<file path="src/rtl/gol_pkg.sv">
// Shared constants, FSM state encoding and cell-index helper for the Life engine.
package gol_pkg;

    localparam int unsigned GRID_WIDTH  = 10;
    localparam int unsigned GRID_HEIGHT = 10;
    localparam int unsigned VGA_WIDTH   = 160;
    localparam int unsigned VGA_HEIGHT  = 120;

    typedef enum logic [1:0] {
        StIdle,
        StScan,
        StCommit
    } gol_state_e;

    function automatic int unsigned cell_idx(input int unsigned x, input int unsigned y,
                                             input int unsigned w);
        return y * w + x;
    endfunction

endpackage

</file>
<file path="src/rtl/gol_generation_engine_if.sv">
// Control/status bundle between the Life engine and its cursor/tick/display neighbours.
interface gol_generation_engine_if #(
    parameter int unsigned GRID_WIDTH  = gol_pkg::GRID_WIDTH,
    parameter int unsigned GRID_HEIGHT = gol_pkg::GRID_HEIGHT,
    parameter int unsigned GEN_W       = 16
);
    logic                              step_req;
    logic                              clear;
    logic                              edit_en;
    logic [15:0]                       edit_x;
    logic [15:0]                       edit_y;
    logic                              edit_val;
    logic [GRID_WIDTH*GRID_HEIGHT-1:0] cells;
    logic                              busy;
    logic                              done;
    logic                              edit_drop;
    logic [GEN_W-1:0]                  generation;

    modport master (
        output step_req, clear, edit_en, edit_x, edit_y, edit_val,
        input  cells, busy, done, edit_drop, generation
    );

    modport slave (
        input  step_req, clear, edit_en, edit_x, edit_y, edit_val,
        output cells, busy, done, edit_drop, generation
    );
endinterface

</file>
<file path="src/rtl/gol_cell_rule.sv">
// Conway rule for one cell: popcount of the eight neighbours, then birth on 3 / survive on 2.
module gol_cell_rule (
    input  logic [7:0] nbrs_i,
    input  logic       alive_i,
    output logic       next_o
);
    logic [3:0] count;

    always_comb begin
        count = '0;
        for (int i = 0; i < 8; i++) begin
            count = count + 4'(nbrs_i[i]);
        end
        next_o = (count == 4'd3) || ((count == 4'd2) && alive_i);
    end
endmodule

</file>
<file path="src/rtl/gol_generation_engine.sv">
// Life grid holder: scans one cell per clock into a shadow buffer, then commits it atomically.
module gol_generation_engine
    import gol_pkg::*;
#(
    parameter int unsigned GRID_WIDTH  = gol_pkg::GRID_WIDTH,
    parameter int unsigned GRID_HEIGHT = gol_pkg::GRID_HEIGHT,
    parameter int unsigned TORUS       = 0,
    parameter int unsigned GEN_W       = 16
) (
    input  logic                   Clock,
    input  logic                   Resetn,
    gol_generation_engine_if.slave bus
);
    localparam int unsigned W    = GRID_WIDTH;
    localparam int unsigned H    = GRID_HEIGHT;
    localparam int unsigned N    = W * H;
    localparam int unsigned IdxW = (N > 1) ? $clog2(N) : 1;
    localparam int unsigned XW   = (W > 1) ? $clog2(W) : 1;
    localparam int unsigned YW   = (H > 1) ? $clog2(H) : 1;
    localparam logic        Wrap = (TORUS != 0);

    gol_state_e       state_q, state_d;
    logic [IdxW-1:0]  idx_q, idx_d;
    logic [XW-1:0]    x_q, x_d;
    logic [YW-1:0]    y_q, y_d;
    logic [N-1:0]     cur_q, cur_d;
    logic [N-1:0]     nxt_q, nxt_d;
    logic [GEN_W-1:0] gen_q, gen_d;
    logic             busy_q, busy_d;
    logic             done_q, done_d;
    logic             drop_q, drop_d;

    // Neighbour addressing: row bases are derived from idx by add/subtract only.
    logic [IdxW-1:0] base_c, base_u, base_dn, edit_idx;
    logic [XW-1:0]   xl, xr;
    logic            up_ok, dn_ok, lf_ok, rt_ok, edit_in_range, next_cell;
    logic [7:0]      nbrs;

    function automatic logic pick(input logic [N-1:0] g, input logic [IdxW-1:0] base,
                                  input logic [XW-1:0] col, input logic ok);
        logic [IdxW-1:0] i;
        i = base + IdxW'(col);
        return ok && g[i];
    endfunction

    always_comb begin
        base_c = idx_q - IdxW'(x_q);
        if (y_q == '0) begin
            up_ok  = Wrap;
            base_u = base_c + IdxW'((H - 1) * W);
        end else begin
            up_ok  = 1'b1;
            base_u = base_c - IdxW'(W);
        end
        if (y_q == YW'(H - 1)) begin
            dn_ok   = Wrap;
            base_dn = base_c - IdxW'((H - 1) * W);
        end else begin
            dn_ok   = 1'b1;
            base_dn = base_c + IdxW'(W);
        end
        if (x_q == '0) begin
            lf_ok = Wrap;
            xl    = XW'(W - 1);
        end else begin
            lf_ok = 1'b1;
            xl    = x_q - XW'(1);
        end
        if (x_q == XW'(W - 1)) begin
            rt_ok = Wrap;
            xr    = '0;
        end else begin
            rt_ok = 1'b1;
            xr    = x_q + XW'(1);
        end
        nbrs = {pick(cur_q, base_u,  xl,  up_ok & lf_ok),
                pick(cur_q, base_u,  x_q, up_ok),
                pick(cur_q, base_u,  xr,  up_ok & rt_ok),
                pick(cur_q, base_c,  xl,  lf_ok),
                pick(cur_q, base_c,  xr,  rt_ok),
                pick(cur_q, base_dn, xl,  dn_ok & lf_ok),
                pick(cur_q, base_dn, x_q, dn_ok),
                pick(cur_q, base_dn, xr,  dn_ok & rt_ok)};
    end

    gol_cell_rule u_rule (
        .nbrs_i  (nbrs),
        .alive_i (cur_q[idx_q]),
        .next_o  (next_cell)
    );

    assign edit_in_range = (bus.edit_x < 16'(W)) && (bus.edit_y < 16'(H));
    assign edit_idx      = IdxW'(cell_idx(32'(bus.edit_x), 32'(bus.edit_y), W));

    always_comb begin
        state_d = state_q;
        idx_d   = idx_q;
        x_d     = x_q;
        y_d     = y_q;
        cur_d   = cur_q;
        nxt_d   = nxt_q;
        gen_d   = gen_q;
        busy_d  = busy_q;
        done_d  = 1'b0;
        drop_d  = 1'b0;
        unique case (state_q)
            StIdle: begin
                if (bus.clear) begin
                    cur_d = '0;
                    gen_d = '0;
                end else begin
                    if (bus.edit_en && edit_in_range) begin
                        cur_d[edit_idx] = bus.edit_val;
                    end
                    if (bus.step_req) begin
                        state_d = StScan;
                        idx_d   = '0;
                        x_d     = '0;
                        y_d     = '0;
                        busy_d  = 1'b1;
                    end
                end
            end
            StScan: begin
                drop_d       = bus.edit_en;
                nxt_d[idx_q] = next_cell;
                if (idx_q == IdxW'(N - 1)) begin
                    state_d = StCommit;
                    done_d  = 1'b1;
                end else begin
                    idx_d = idx_q + IdxW'(1);
                    if (x_q == XW'(W - 1)) begin
                        x_d = '0;
                        y_d = y_q + YW'(1);
                    end else begin
                        x_d = x_q + XW'(1);
                    end
                end
            end
            StCommit: begin
                drop_d  = bus.edit_en;
                cur_d   = nxt_q;
                gen_d   = gen_q + GEN_W'(1);
                busy_d  = 1'b0;
                idx_d   = '0;
                x_d     = '0;
                y_d     = '0;
                state_d = StIdle;
            end
            default: state_d = StIdle;
        endcase
    end

    always_ff @(posedge Clock or negedge Resetn) begin
        if (!Resetn) begin
            state_q <= StIdle;
            idx_q   <= '0;
            x_q     <= '0;
            y_q     <= '0;
            cur_q   <= '0;
            nxt_q   <= '0;
            gen_q   <= '0;
            busy_q  <= 1'b0;
            done_q  <= 1'b0;
            drop_q  <= 1'b0;
        end else begin
            state_q <= state_d;
            idx_q   <= idx_d;
            x_q     <= x_d;
            y_q     <= y_d;
            cur_q   <= cur_d;
            nxt_q   <= nxt_d;
            gen_q   <= gen_d;
            busy_q  <= busy_d;
            done_q  <= done_d;
            drop_q  <= drop_d;
        end
    end

    assign bus.cells      = cur_q;
    assign bus.busy       = busy_q;
    assign bus.done       = done_q;
    assign bus.edit_drop  = drop_q;
    assign bus.generation = gen_q;
endmodule

</file>
<file path="src/flat_wrapper.sv">
// flat-port wrapper written by rule: the top's interface ports become plain ports
module gol_generation_engine_flat import gol_pkg::*;
#(
    parameter int unsigned GRID_WIDTH  = gol_pkg::GRID_WIDTH,
    parameter int unsigned GRID_HEIGHT = gol_pkg::GRID_HEIGHT,
    parameter int unsigned TORUS       = 0,
    parameter int unsigned GEN_W       = 16
)
  (Clock, Resetn, bus_step_req, bus_clear, bus_edit_en, bus_edit_x, bus_edit_y, bus_edit_val, bus_cells, bus_busy, bus_done, bus_edit_drop, bus_generation);
  gol_generation_engine_if #(.GRID_WIDTH(GRID_WIDTH), .GRID_HEIGHT(GRID_HEIGHT), .GEN_W(GEN_W)) bus_i ();
  input  logic Clock;
  input  logic Resetn;
  input wire logic [$bits(bus_i.step_req)-1:0] bus_step_req;
  input wire logic [$bits(bus_i.clear)-1:0] bus_clear;
  input wire logic [$bits(bus_i.edit_en)-1:0] bus_edit_en;
  input wire logic [$bits(bus_i.edit_x)-1:0] bus_edit_x;
  input wire logic [$bits(bus_i.edit_y)-1:0] bus_edit_y;
  input wire logic [$bits(bus_i.edit_val)-1:0] bus_edit_val;
  output wire logic [$bits(bus_i.cells)-1:0] bus_cells;
  output wire logic [$bits(bus_i.busy)-1:0] bus_busy;
  output wire logic [$bits(bus_i.done)-1:0] bus_done;
  output wire logic [$bits(bus_i.edit_drop)-1:0] bus_edit_drop;
  output wire logic [$bits(bus_i.generation)-1:0] bus_generation;
  assign bus_i.step_req = bus_step_req;
  assign bus_i.clear = bus_clear;
  assign bus_i.edit_en = bus_edit_en;
  assign bus_i.edit_x = bus_edit_x;
  assign bus_i.edit_y = bus_edit_y;
  assign bus_i.edit_val = bus_edit_val;
  assign bus_cells = bus_i.cells;
  assign bus_busy = bus_i.busy;
  assign bus_done = bus_i.done;
  assign bus_edit_drop = bus_i.edit_drop;
  assign bus_generation = bus_i.generation;
  gol_generation_engine #(.GRID_WIDTH(GRID_WIDTH), .GRID_HEIGHT(GRID_HEIGHT), .TORUS(TORUS), .GEN_W(GEN_W)) u_core (.Clock(Clock), .Resetn(Resetn), .bus(bus_i));
endmodule
</file>
<file path="config.mk">
export PLATFORM = sky130hd
export DESIGN_NAME = gol_generation_engine_flat
export DESIGN_NICKNAME = d
export VERILOG_FILES = /design/src/rtl/gol_pkg.sv /design/src/rtl/gol_generation_engine_if.sv /design/src/rtl/gol_cell_rule.sv /design/src/rtl/gol_generation_engine.sv /design/src/flat_wrapper.sv
export SDC_FILE = /design/constraint.sdc
export NUM_CORES = 1
export LEC_CHECK = 0
export BUFFER_PORTS_ARGS = -buffer_cell sky130_fd_sc_hd__buf_2
export CAP_MARGIN = 10
export CORE_ASPECT_RATIO = 1.5
export CORE_UTILIZATION = 50
export CTS_CLUSTER_DIAMETER = 100
export DETAILED_ROUTE_END_ITERATION = 12
export HOLD_SLACK_MARGIN = 0.05
export PLACE_DENSITY = 0.8
export SLEW_MARGIN = 20
export SYNTH_ARGS = -nofsm -noshare
export SYNTH_HDL_FRONTEND = slang
export SYNTH_SLANG_ARGS = --single-unit
</file>
<file path="constraint.sdc">
create_clock -name Clock -period 20.4 [get_ports Clock]
set_clock_uncertainty 0.15 [all_clocks]
set_input_delay 6.12 -clock Clock [delete_from_list [all_inputs] [get_ports Clock]]
set_output_delay 6.12 -clock Clock [all_outputs]
set_load 0.02 [all_outputs]
</file>
## Word level (Yosys, flattened, before mapping)

Cells that the tools add are included.

| storage, ports and cells | value |
|---|---|
| bits in registers | 236 |
| input bits | 38 |
| output and inout port bits | 119 |
| logic and storage cells | 153 |

| operators by class | value |
|---|---|
| add/sub/neg operators | 26 |
| multiply operators | 1 |
| magnitude comparators | 14 |
| equality and inequality tests | 14 |
| mux-type cells | 58 |
| bitwise operators | 4 |
| reduce and logical (&&, ||, !) cells | 26 |

Operators with widths:

| kind | count |
|---|---|
| bitwise mux 100 bit | 2 |
| 2-to-1 mux 100 bit | 2 |
| one-hot mux 100 bit (2 select lines) | 1 |
| less-than comparator 7 x 8 -> 1 bit, second input constant | 10 |
| binary-select mux 1 bit (select 7 bit) | 9 |
| adder 7 x 4 -> 7 bit | 8 |
| 2-to-1 mux 7 bit | 5 |
| less-than comparator 16 x 4 -> 1 bit, second input constant | 2 |
| one-hot mux 16 bit (2 select lines) | 1 |
| 2-to-1 mux 4 bit | 7 |
| one-hot mux 4 bit (3 select lines) | 2 |
| one-hot mux 7 bit (3 select lines) | 1 |
| 2-to-1 mux 1 bit | 20 |
| adder 16 x 1 -> 16 bit, second input constant | 1 |
| adder 4 x 1 -> 4 bit | 4 |
| multiplier 16 x 3 -> 6 bit, second input constant | 1 |
| 2-to-1 mux 16 bit | 1 |
| demux 1 bit (select 7 bit) | 2 |
| greater-or-equal comparator 7 x 1 -> 1 bit, second input constant | 2 |
| logical AND 1 bit | 13 |
| adder 4 x 1 -> 4 bit, second input constant | 2 |
| equality test 4 x 2 -> 1 bit, second input constant | 2 |
| equality test 4 bit, second input constant | 2 |
| zero test 4 bit | 2 |
| 30 further kinds | 41 |

## Depth between registers and ports, before layout

Gate-level depths: netlist (run 1).

| logic depth | value |
|---|---|
| depth in word-level cells | 18 |
| mapped depth | 36 |
| depth with buffers taken out | 31 |

## Cells and area by module

A second synthesis (run 1) with hierarchy kept.

| unflattened totals | value |
|---|---|
| cell total of the unflattened synthesis | 1924 |
| area, all modules | 19771.5 µm² |

By module, submodules not included:

| module | times used | cells each | area each (µm²) | seq. area each (µm²) |
|---|---|---|---|---|
| gol_generation_engine | 1 | 1901 | 19586.3 | 5905.7 |
| gol_cell_rule | 1 | 23 | 185.2 | 0.0 |

## Least setup slack after synthesis (run 1)

OpenSTA, ideal clock, no wires.

| timing | value |
|---|---|
| path kind | input -> register |
| from | input bus_edit_y[1] |
| to | register u_core.cur_q[91] (netlist: u_core.bus.cells[91]) |
| setup time | 0.125 ns |
| data arrival time | 8.832 ns |
| data required time | 20.125 ns |
| setup slack | 11.294 ns |
| cell stages on the path | 12 |
| path buffers | 1 |
| cell sequence | ha_1 -> ha_1 -> inv_1 -> fa_1 -> inv_1 -> ha_1 -> xor2_1 -> and2_0 -> clkbuf_1 -> nand2_1 -> o21ai_0 -> mux2_2 |

| between the ends | value |
|---|---|
| cells in the longest elaborated chain, start to end | 10 |
| elaborated cells on any way between the ends | 16 |
| those cells by class | 1 x add/sub; 1 x mul; 3 x order compare; 1 x eq/ne; 6 x mux; 4 x reduce/logical |

RTL lines:

| element | RTL line | RTL |
|---|---|---|
| from (decl) | flat_wrapper.sv:17 | `input wire logic [$bits(bus_i.edit_y)-1:0] bus_edit_y;` |
| multiplier 16 x 3 -> 6 bit | gol_pkg.sv:17 | `return y * w + x;` |
| adder 7 bit | gol_pkg.sv:17 |  |
| less-than comparator 7 x 8 -> 1 bit (implied by the code) / greater-or-equal comparator 7 x 1 -> 1 bit (equally long branches) | gol_generation_engine.sv:113 | `cur_d[edit_idx] = bus.edit_val;` |
| logical AND 1 bit (implied by the code) | gol_generation_engine.sv:113 |  |
| 2-to-1 mux 1 bit (implied by the code) | gol_generation_engine.sv:113 |  |
| demux 1 bit (select 7 bit) | -- |  |
| bitwise mux 100 bit | gol_generation_engine.sv:113 |  |
| 2-to-1 mux 100 bit | gol_generation_engine.sv:112 | `if (bus.edit_en && edit_in_range) begin` |
| 2-to-1 mux 100 bit | gol_generation_engine.sv:108 | `if (bus.clear) begin` |
| one-hot mux 100 bit (2 select lines) | gol_generation_engine.sv:106 | `unique case (state_q)` |
| to (signal assigned) | gol_generation_engine.sv:171 | `cur_q <= cur_d;` |
| to (decl) | gol_generation_engine.sv:26 | `logic [N-1:0] cur_q, cur_d;` |

Parallel ways exist; a longest one is shown, timed or not. The select of a mux whose other input is x is not followed.
A chain may end at the register's enable or synchronous reset.

## Worst setup path after layout (run 1)

| timing | value |
|---|---|
| from | register u_core.idx_q[1] |
| to | register u_core.nxt_q[66] |

| between the ends | value |
|---|---|
| cells in the longest elaborated chain, start to end | 18 |
| elaborated cells on any way between the ends | 58 |
| those cells by class | 20 x add/sub; 2 x order compare; 2 x eq/ne; 23 x mux; 11 x reduce/logical |

RTL lines:

| element | RTL line | RTL |
|---|---|---|
| from (decl) | gol_generation_engine.sv:23 | `logic [IdxW-1:0] idx_q, idx_d;` |
| from (signal assigned) | gol_generation_engine.sv:168 | `idx_q <= idx_d;` |
| subtractor 7 x 4 -> 7 bit | gol_generation_engine.sv:47 | `base_c = idx_q - IdxW'(x_q);` |
| adder 7 x 4 -> 7 bit / subtractor 7 bit (equally long branches) | gol_generation_engine.sv:60, gol_generation_engine.sv:57 |  |
| 2-to-1 mux 7 bit | gol_generation_engine.sv:55 | `if (y_q == YW'(H - 1)) begin` |
| adder 7 x 4 -> 7 bit | gol_generation_engine.sv:42 | `i = base + IdxW'(col);` |
| binary-select mux 1 bit (select 7 bit) | gol_generation_engine.sv:43 | `return ok && g[i];` |
| 2-to-1 mux 1 bit (implied by the code) | gol_generation_engine.sv:43 |  |
| logical AND 1 bit | gol_generation_engine.sv:43 |  |
| adder 1 x 1 -> 2 bit | gol_cell_rule.sv:12 | `count = count + 4'(nbrs_i[i]);` |
| adder 2 x 1 -> 3 bit | gol_cell_rule.sv:12 |  |
| adder 3 x 1 -> 4 bit | gol_cell_rule.sv:12 |  |
| adder 4 x 1 -> 4 bit (4 in a row) | gol_cell_rule.sv:12 |  |
| equality test 4 x 2 -> 1 bit | gol_cell_rule.sv:14 | `next_o = (count == 4'd3) \|\| ((count == 4'd2) && alive_i);` |
| logical AND 1 bit | gol_cell_rule.sv:14 |  |
| logical OR 1 bit | gol_cell_rule.sv:14 |  |
| bitwise mux 100 bit * | gol_generation_engine.sv:126 | `nxt_d[idx_q] = next_cell;` |
| to (signal assigned) | gol_generation_engine.sv:172 | `nxt_q <= nxt_d;` |
| to (decl) | gol_generation_engine.sv:27 | `logic [N-1:0] nxt_q, nxt_d;` |

Mark *: on every way between the ends. The rest lies on a longest branch, timed or not. The select of a mux whose other input is x is not followed.

==> results.yml, run 1 <==
synth:
  synthCells: 1818
  ys.flop_type: "dfrtp_1"
  synth-adder-area-share_pct: 5.35
  synth_top_cell_area_share_pct: 30.7
  synth-simple-area-share_pct: 10.3
  synthMuxAreaShare_pct: 30.8
  synth_area_leaders: "dfrtp_1 (31%), mux4_2 (24%), mux2_2 (5.2%)"
  ys_seq_elements: 236
  yosys.area.top_type: "dfrtp_1"
  synth_area_per_cell_um2: 10.6
  synth_nets: 1930
  ys_warn_count: 0
  syn-cell-area_um2: 19300
  ys_types: 63
  synth_xor_area_share_pct: 3.87
  ys_async_sr_fraction_pct: 100
  yosysSeqAreaShare_pct: 30.7
  synth_top_family_by_area: "multiplexers"
  synth_compound_area_share_pct: 15.2
  synth-edff-count: 0
pwr:
  comb_power_share_pct: 74.7
  power.total_uw: 3930
  seqPwrFrac_pct: 12.7
  switchingPower_uw: 2000
  intPower_uw: 1920
  swShare_pct: 51.1
  clkPwrFrac_pct: 12.6
  power_density_nw_per_um2: 183
  power.leakage_uw: 0.00910
  ir_drop_uv: 487
worst_hold_path:
  hold_path_class: "reg -> reg"
setup_path:
  critPathArrivalTime_ns: 10.39
  required_ns: 20.70
  critPathBufInv: 5
  max_stage_delay_ns: 0.93
  cp-start-kind: "flip-flop"
  cpMostUsedCell: "fa_1"
  r2r_slack_ns: 10.31
  path_class: "reg -> reg"
  worstPathMaxFanout: 100
  cpLargestDelayFamily: "adder cells"
  crit_path_end_kind: "flip-flop"
  cp_slowest_cell: "xnor2_1"
clock_tree:
  postCtsHoldBufs: 0
  cts_root_buffer: "clkbuf_16"
  cts_made_buffers: 24
  cts_tree: "built"
  clock_latency_ns: 0.55
  cts.sinks: 236
  clk_path_buf_depth: 3
  cts_setup_buffers: 0
  cts_resized: 0
  htree_num_levels: 1
  clkTransAtPathRegs_ns: 0.06
run_status:
  outcome: "finished clean"
sta:
  rsz0062_at_grt: "no"
  max_slew_margin_pct: 17.6
  tns_ns: 0
  finalSetupViolCount: 0
  slew_viol_final: 0
  max_freq_mhz: 99.1
  fin_crit_sh_pct: 49.5
  post-route-min-period_ns: 10.09
  hold_viol_final: 0
  holdWs_ns: 0.342
  worstMarginPinSlew_ns: 1.23
placement:
  port_buffers: 156
  place_hpwl_mm: 54.2
  gp_congestion: 1.02
  place_area_um2: 20500
final_layout:
  layout_commonest_cell: "dfrtp_1"
  drive_gt1_share_pct: 29.0
  final_util_pct: 56.9
  final_cell_mix: "dfrtp_1 (235), mux4_2 (201), a21oi_1 (178), buf_2 (155), o21ai_0 (154)"
  final_nets: 2034
  num_antenna_cells: 0
  area_delta_synth_final_pct: 11.6
  final_area_um2: 21500
floorplan:
  rows: 87
  core_um2: 37800
  die_h_um: 242
  dieArea_um2: 39300
  io_pins: 157
  fp.dieW_um: 162
  start_util_pct: 51.0
route:
  avgViaCountPerCell: 7.13
  remaining_drc_errors: 0
  drt-initial-drc-count: 1686
  firstDrtPassIters: 5
  ant_nets: 0
  routed_wl_mm: 74.5
  wl_per_cell_um: 30.7
  vias: 17300
global_route:
  antenna_found_initial: 1
  grt_max_degree: 101
  grt_pass1_wl_mm: 112
  track_usage_pct: 38.6
  grt-ovfl-total: 0
  grt_pass1_vias: 17500
run:
  drv_cap: 0
[per-stage QoR]
step / std cells / setup slack (ns)
floorplan: 1818 / 11.29
detailed placement: 2383 / 10.24
finish: 2429 / 10.31
global route: 2429 / 9.88
global placement: 2383 / 10.41
CTS: 2427 / 10.58
[layout make-up]
cell class	instances	area [µm²]
flip-flops and latches	236	5910
fillers	3239	16300
clock buffers	33	704
multi-input cells	1422	12800
well taps	489	612
inverters	40	150
clock inverters	11	175
repair buffers	198	1150
[worst paths after layout]
| check | from | endpoint | depth (start not counted) |
|---|---|---|---|
| setup / recovery | u_core.idx_q[1]$_DFFE_PN0P_ | u_core.nxt_q[66]$_DFFE_PN0P_ | 26 |
| hold / removal | u_core.nxt_q[55]$_DFFE_PN0P_ | u_core.nxt_q[55]$_DFFE_PN0P_ | 2 |
| setup reg to reg | u_core.idx_q[1]$_DFFE_PN0P_ | u_core.nxt_q[66]$_DFFE_PN0P_ | 26 |
| hold reg to reg | u_core.nxt_q[55]$_DFFE_PN0P_ | u_core.nxt_q[55]$_DFFE_PN0P_ | 2 |
| max in group asynchronous | Resetn | u_core.nxt_q[7]$_DFFE_PN0P_ | 2 |
| min in group asynchronous | Resetn | u_core.bus.generation[4]$_DFFE_PN0P_ | 1 |
[flip-flops by register name, indices dropped and copies added (netlist names)]
name / count
u_core.bus.cells: 100
u_core.nxt_q: 100
u_core.bus.generation: 16
u_core.idx_q: 7
u_core.x_q: 4
u_core.y_q: 4
u_core.state_q: 2
u_core.bus.busy: 1
u_core.bus.done: 1
u_core.bus.edit_drop: 1
[synthesized netlist by cell type (all sizes together) (41+ instances only)]
master and instances:
o21ai 156, clkbuf 84, mux2 89, a21oi 178
ha 60, a31oi 83, mux4 201, mux2i 41
nand2 147, xnor2 49, dfrtp 236, nor2 125
[power by group through the flow]
stage          Sequential, µW  Combinational [µW]  Clock (µW)
6_report                  499                2930         495
5_1_grt                   501                3060         513
4_1_cts                   498                2870         496
3_5_place_dp              507                2860           0
3_3_place_gp              506                2820           0
2_1_floorplan             505                2030           0
[logic make-up (layout without fill, tap and decap cells)]
family | count (synthesis) | count (layout)
AO/OA/AOI/OAI | 505 | 505
AND/OR/NAND/NOR | 431 | 431
multiplexers | 331 | 331
flip-flops | 236 | 236
buffers and inverters | 160 | 282
XOR/XNOR | 81 | 81
adder cells (fa/ha/maj) | 74 | 74
[routing by layer]
layer,vias up,part of all wire [%],track usage [%]
met5,-,0.013,0
met4,2,9.5,30.3
met3,342,9.2,7.00
met2,1248,48,62.1
met1,8569,34,45.4
li1,7163,-,-
[worst min-delay path, stage by stage, from the launching register on]
cell and delay (ns):
dfrtp_1 0.34, nand2_1 0.05, o21ai_1 0.06
No activity file was read; power rests on OpenSTA's default activity.
==> run 2, diff against run 1 <==
ABC_AREA = 1   (was default)
PLACE_DENSITY = 0.83   (was 0.8)
clock period = 8.1 ns   (was 20.4 ns; I/O delays follow)
==> results.yml, run 2 <==
synth:
  ys_async_sr_fraction_pct: 100
  synth_most_common_cell: "nand2_1"
  synth-simple-area-share_pct: 43.6
  synth_top_family_by_area: "simple AND/OR/NAND/NOR gates"
  ys_warn_count: 0
  synth-adder-area-share_pct: 4.71
  synth_area_leaders: "dfrtp_1 (27%), nand2_1 (24%), nand3_1 (9.0%)"
  syn-cell-area_um2: 21900
  synthMuxAreaShare_pct: 0.457
  ys.flop_type: "dfrtp_1"
  synth_top_cell_area_share_pct: 27.0
  synthCells: 3752
  yosys.area.top_type: "dfrtp_1"
  ys_types: 43
  synth_nets: 3864
  synth-edff-count: 0
  synth_xor_area_share_pct: 1.34
  yosysSeqAreaShare_pct: 27.0
  synth_compound_area_share_pct: 14.0
  ys_seq_elements: 236
  yosys-top-cells-count: "nand2_1 (1420), nand3_1 (396), nor2_1 (338), o21ai_0 (338), inv_1 (276)"
  synth_area_per_cell_um2: 5.84
sta:
  holdWs_ns: 0.333
  hold_viol_final: 0
  rsz0062_at_grt: "no"
  fin_crit_sh_pct: 94.3
  tns_ns: 0
  max_slew_margin_pct: 23.0
  slew_viol_final: 0
  max_freq_mhz: 131
  worstMarginPinSlew_ns: 1.15
  post-route-min-period_ns: 7.64
  finalSetupViolCount: 0
route:
  drt-initial-drc-count: 3542
  remaining_drc_errors: 0
  ant_nets: 0
  firstDrtPassIters: 6
  avgViaCountPerCell: 6.03
  vias: 26300
  wl_per_cell_um: 21.3
  routed_wl_mm: 93.0
setup_path:
  r2r_start: "u_core.x_q[1]$_DFFE_PN0P_"
  r2r_slack_ns: 0.46
  cp-start-kind: "flip-flop"
  r2r-end: "u_core.nxt_q[65]$_DFFE_PN0P_"
  worstPathMaxFanout: 100
  required_ns: 8.42
  cpMostUsedCell: "nand2_1"
  path_class: "reg -> reg"
  crit_path_end_kind: "flip-flop"
  max_stage_delay_ns: 0.53
  critPathArrivalTime_ns: 7.96
  cp_slowest_cell: "fa_1"
  critPathBufInv: 7
  cpLargestDelayFamily: "adder cells"
  rr_worst_depth: 32
global_route:
  grt_pass1_vias: 23900
  grt_pass1_wl_mm: 139
  track_usage_pct: 40.5
  grt-ovfl-total: 0
  antenna_found_initial: 2
  grt_max_degree: 157
placement:
  place_hpwl_mm: 68.5
  port_buffers: 156
  dp_cells: 4322
  gp_congestion: 1.07
floorplan:
  io_pins: 157
  fp.dieW_um: 173
  start_util_pct: 50.9
  die_h_um: 258
  dieArea_um2: 44700
  core_um2: 43100
  rows: 93
worst_hold_path:
  hold_path_class: "reg -> reg"
  hold-path-endpoint: "u_core.nxt_q[3]$_DFFE_PN0P_"
  min_from: "u_core.nxt_q[3]$_DFFE_PN0P_"
  holdPathStages: 2
clock_tree:
  cts_tree: "built"
  clkTransAtPathRegs_ns: 0.06
  clock_latency_ns: 0.54
  cts_root_buffer: "clkbuf_16"
  cts_made_buffers: 24
  postCtsHoldBufs: 0
  htree_num_levels: 1
  cts_setup_buffers: 0
  clk_path_buf_depth: 3
  cts.sinks: 236
final_layout:
  final_cell_mix: "nand2_1 (1417), nand3_1 (396), o21ai_0 (338), nor2_1 (337), inv_1 (276)"
  instances_no_fill: 4366
  layout_commonest_cell: "nand2_1"
  num_antenna_cells: 0
  final_nets: 3890
  area_delta_synth_final_pct: 9.22
  final_util_pct: 55.6
  fill_cells: 4430
  drive_gt1_share_pct: 8.11
run:
  drv_cap: 0
run_status:
  outcome: "finished clean"
run 2: tightest hold or removal path, delay by kind of cell, from the launching register on:
kind             cells  cell delay, ns
AND/OR/NAND/NOR      2            0.11
flip-flops           1            0.34
run 2: repair_timing:
| item | CTS | global route |
|---|---|---|
| endpoints found under the setup margin | 0 | 100 |
| hold endpoints to repair | 0 | 0 |
| resized for setup | 0 | 2 |
run 2: worst max path at each step:
| stage | from | endpoint | depth (start not counted) |
|---|---|---|---|
| 2_1_floorplan | u_core.idx_q[0]$_DFFE_PN0P_ | u_core.nxt_q[2]$_DFFE_PN0P_ | 34 |
| 6_report | u_core.x_q[1]$_DFFE_PN0P_ | u_core.nxt_q[65]$_DFFE_PN0P_ | 32 |
| 5_1_grt | u_core.x_q[1]$_DFFE_PN0P_ | u_core.nxt_q[82]$_DFFE_PN0P_ | 33 |
| 3_3_place_gp | u_core.x_q[2]$_DFFE_PN0P_ | u_core.nxt_q[88]$_DFFE_PN0P_ | 30 |
| 4_1_cts | u_core.x_q[2]$_DFFE_PN0P_ | u_core.nxt_q[65]$_DFFE_PN0P_ | 28 |
| 3_5_place_dp | u_core.x_q[2]$_DFFE_PN0P_ | u_core.nxt_q[65]$_DFFE_PN0P_ | 28 |
run 2: area by class of cell:
cell class              instances  area (µm²)  area share (%)
clock inverters                14         163           0.680
flip-flops and latches        236        5910            24.7
well taps                     570         713            2.98
clock buffers                  30         674            2.82
multi-input cells            3019       14100            59.1
inverters                     287        1080            4.52
repair buffers                210        1250            5.21
run 2: per-layer routing:
layer | up-vias | track usage (%) | wire length [µm]
met2 | 1715 | 67.3 | 43000
met3 | 455 | 6.34 | 8950
li1 | 12200 | - | -
met4 | 2 | 34.7 | 8870
met1 | 11900 | 45.7 | 32100
met5 | - | 0 | 17
run 2: cells by family after synthesis:
logic type | count (synthesis)
AOI/OAI and AO/OA | 588
xor gates and xnor gates | 31
buffers and inverters | 497
and+or+nand+nor | 2316
adders and majority gates | 74
muxes | 10
DFF | 236
run 2: metrics by stage:
step           area (µm²)  setup WS, ns
3_3_place_gp        23100         0.571
5_1_grt             23900        0.0271
6_report            23900         0.459
2_1_floorplan       21900          1.01
3_5_place_dp        23100         0.564
4_1_cts             23900         0.510
Power of run 2 is not shown: default switching activity piles up to over one toggle a cycle in this logic, so the estimate is an artifact.
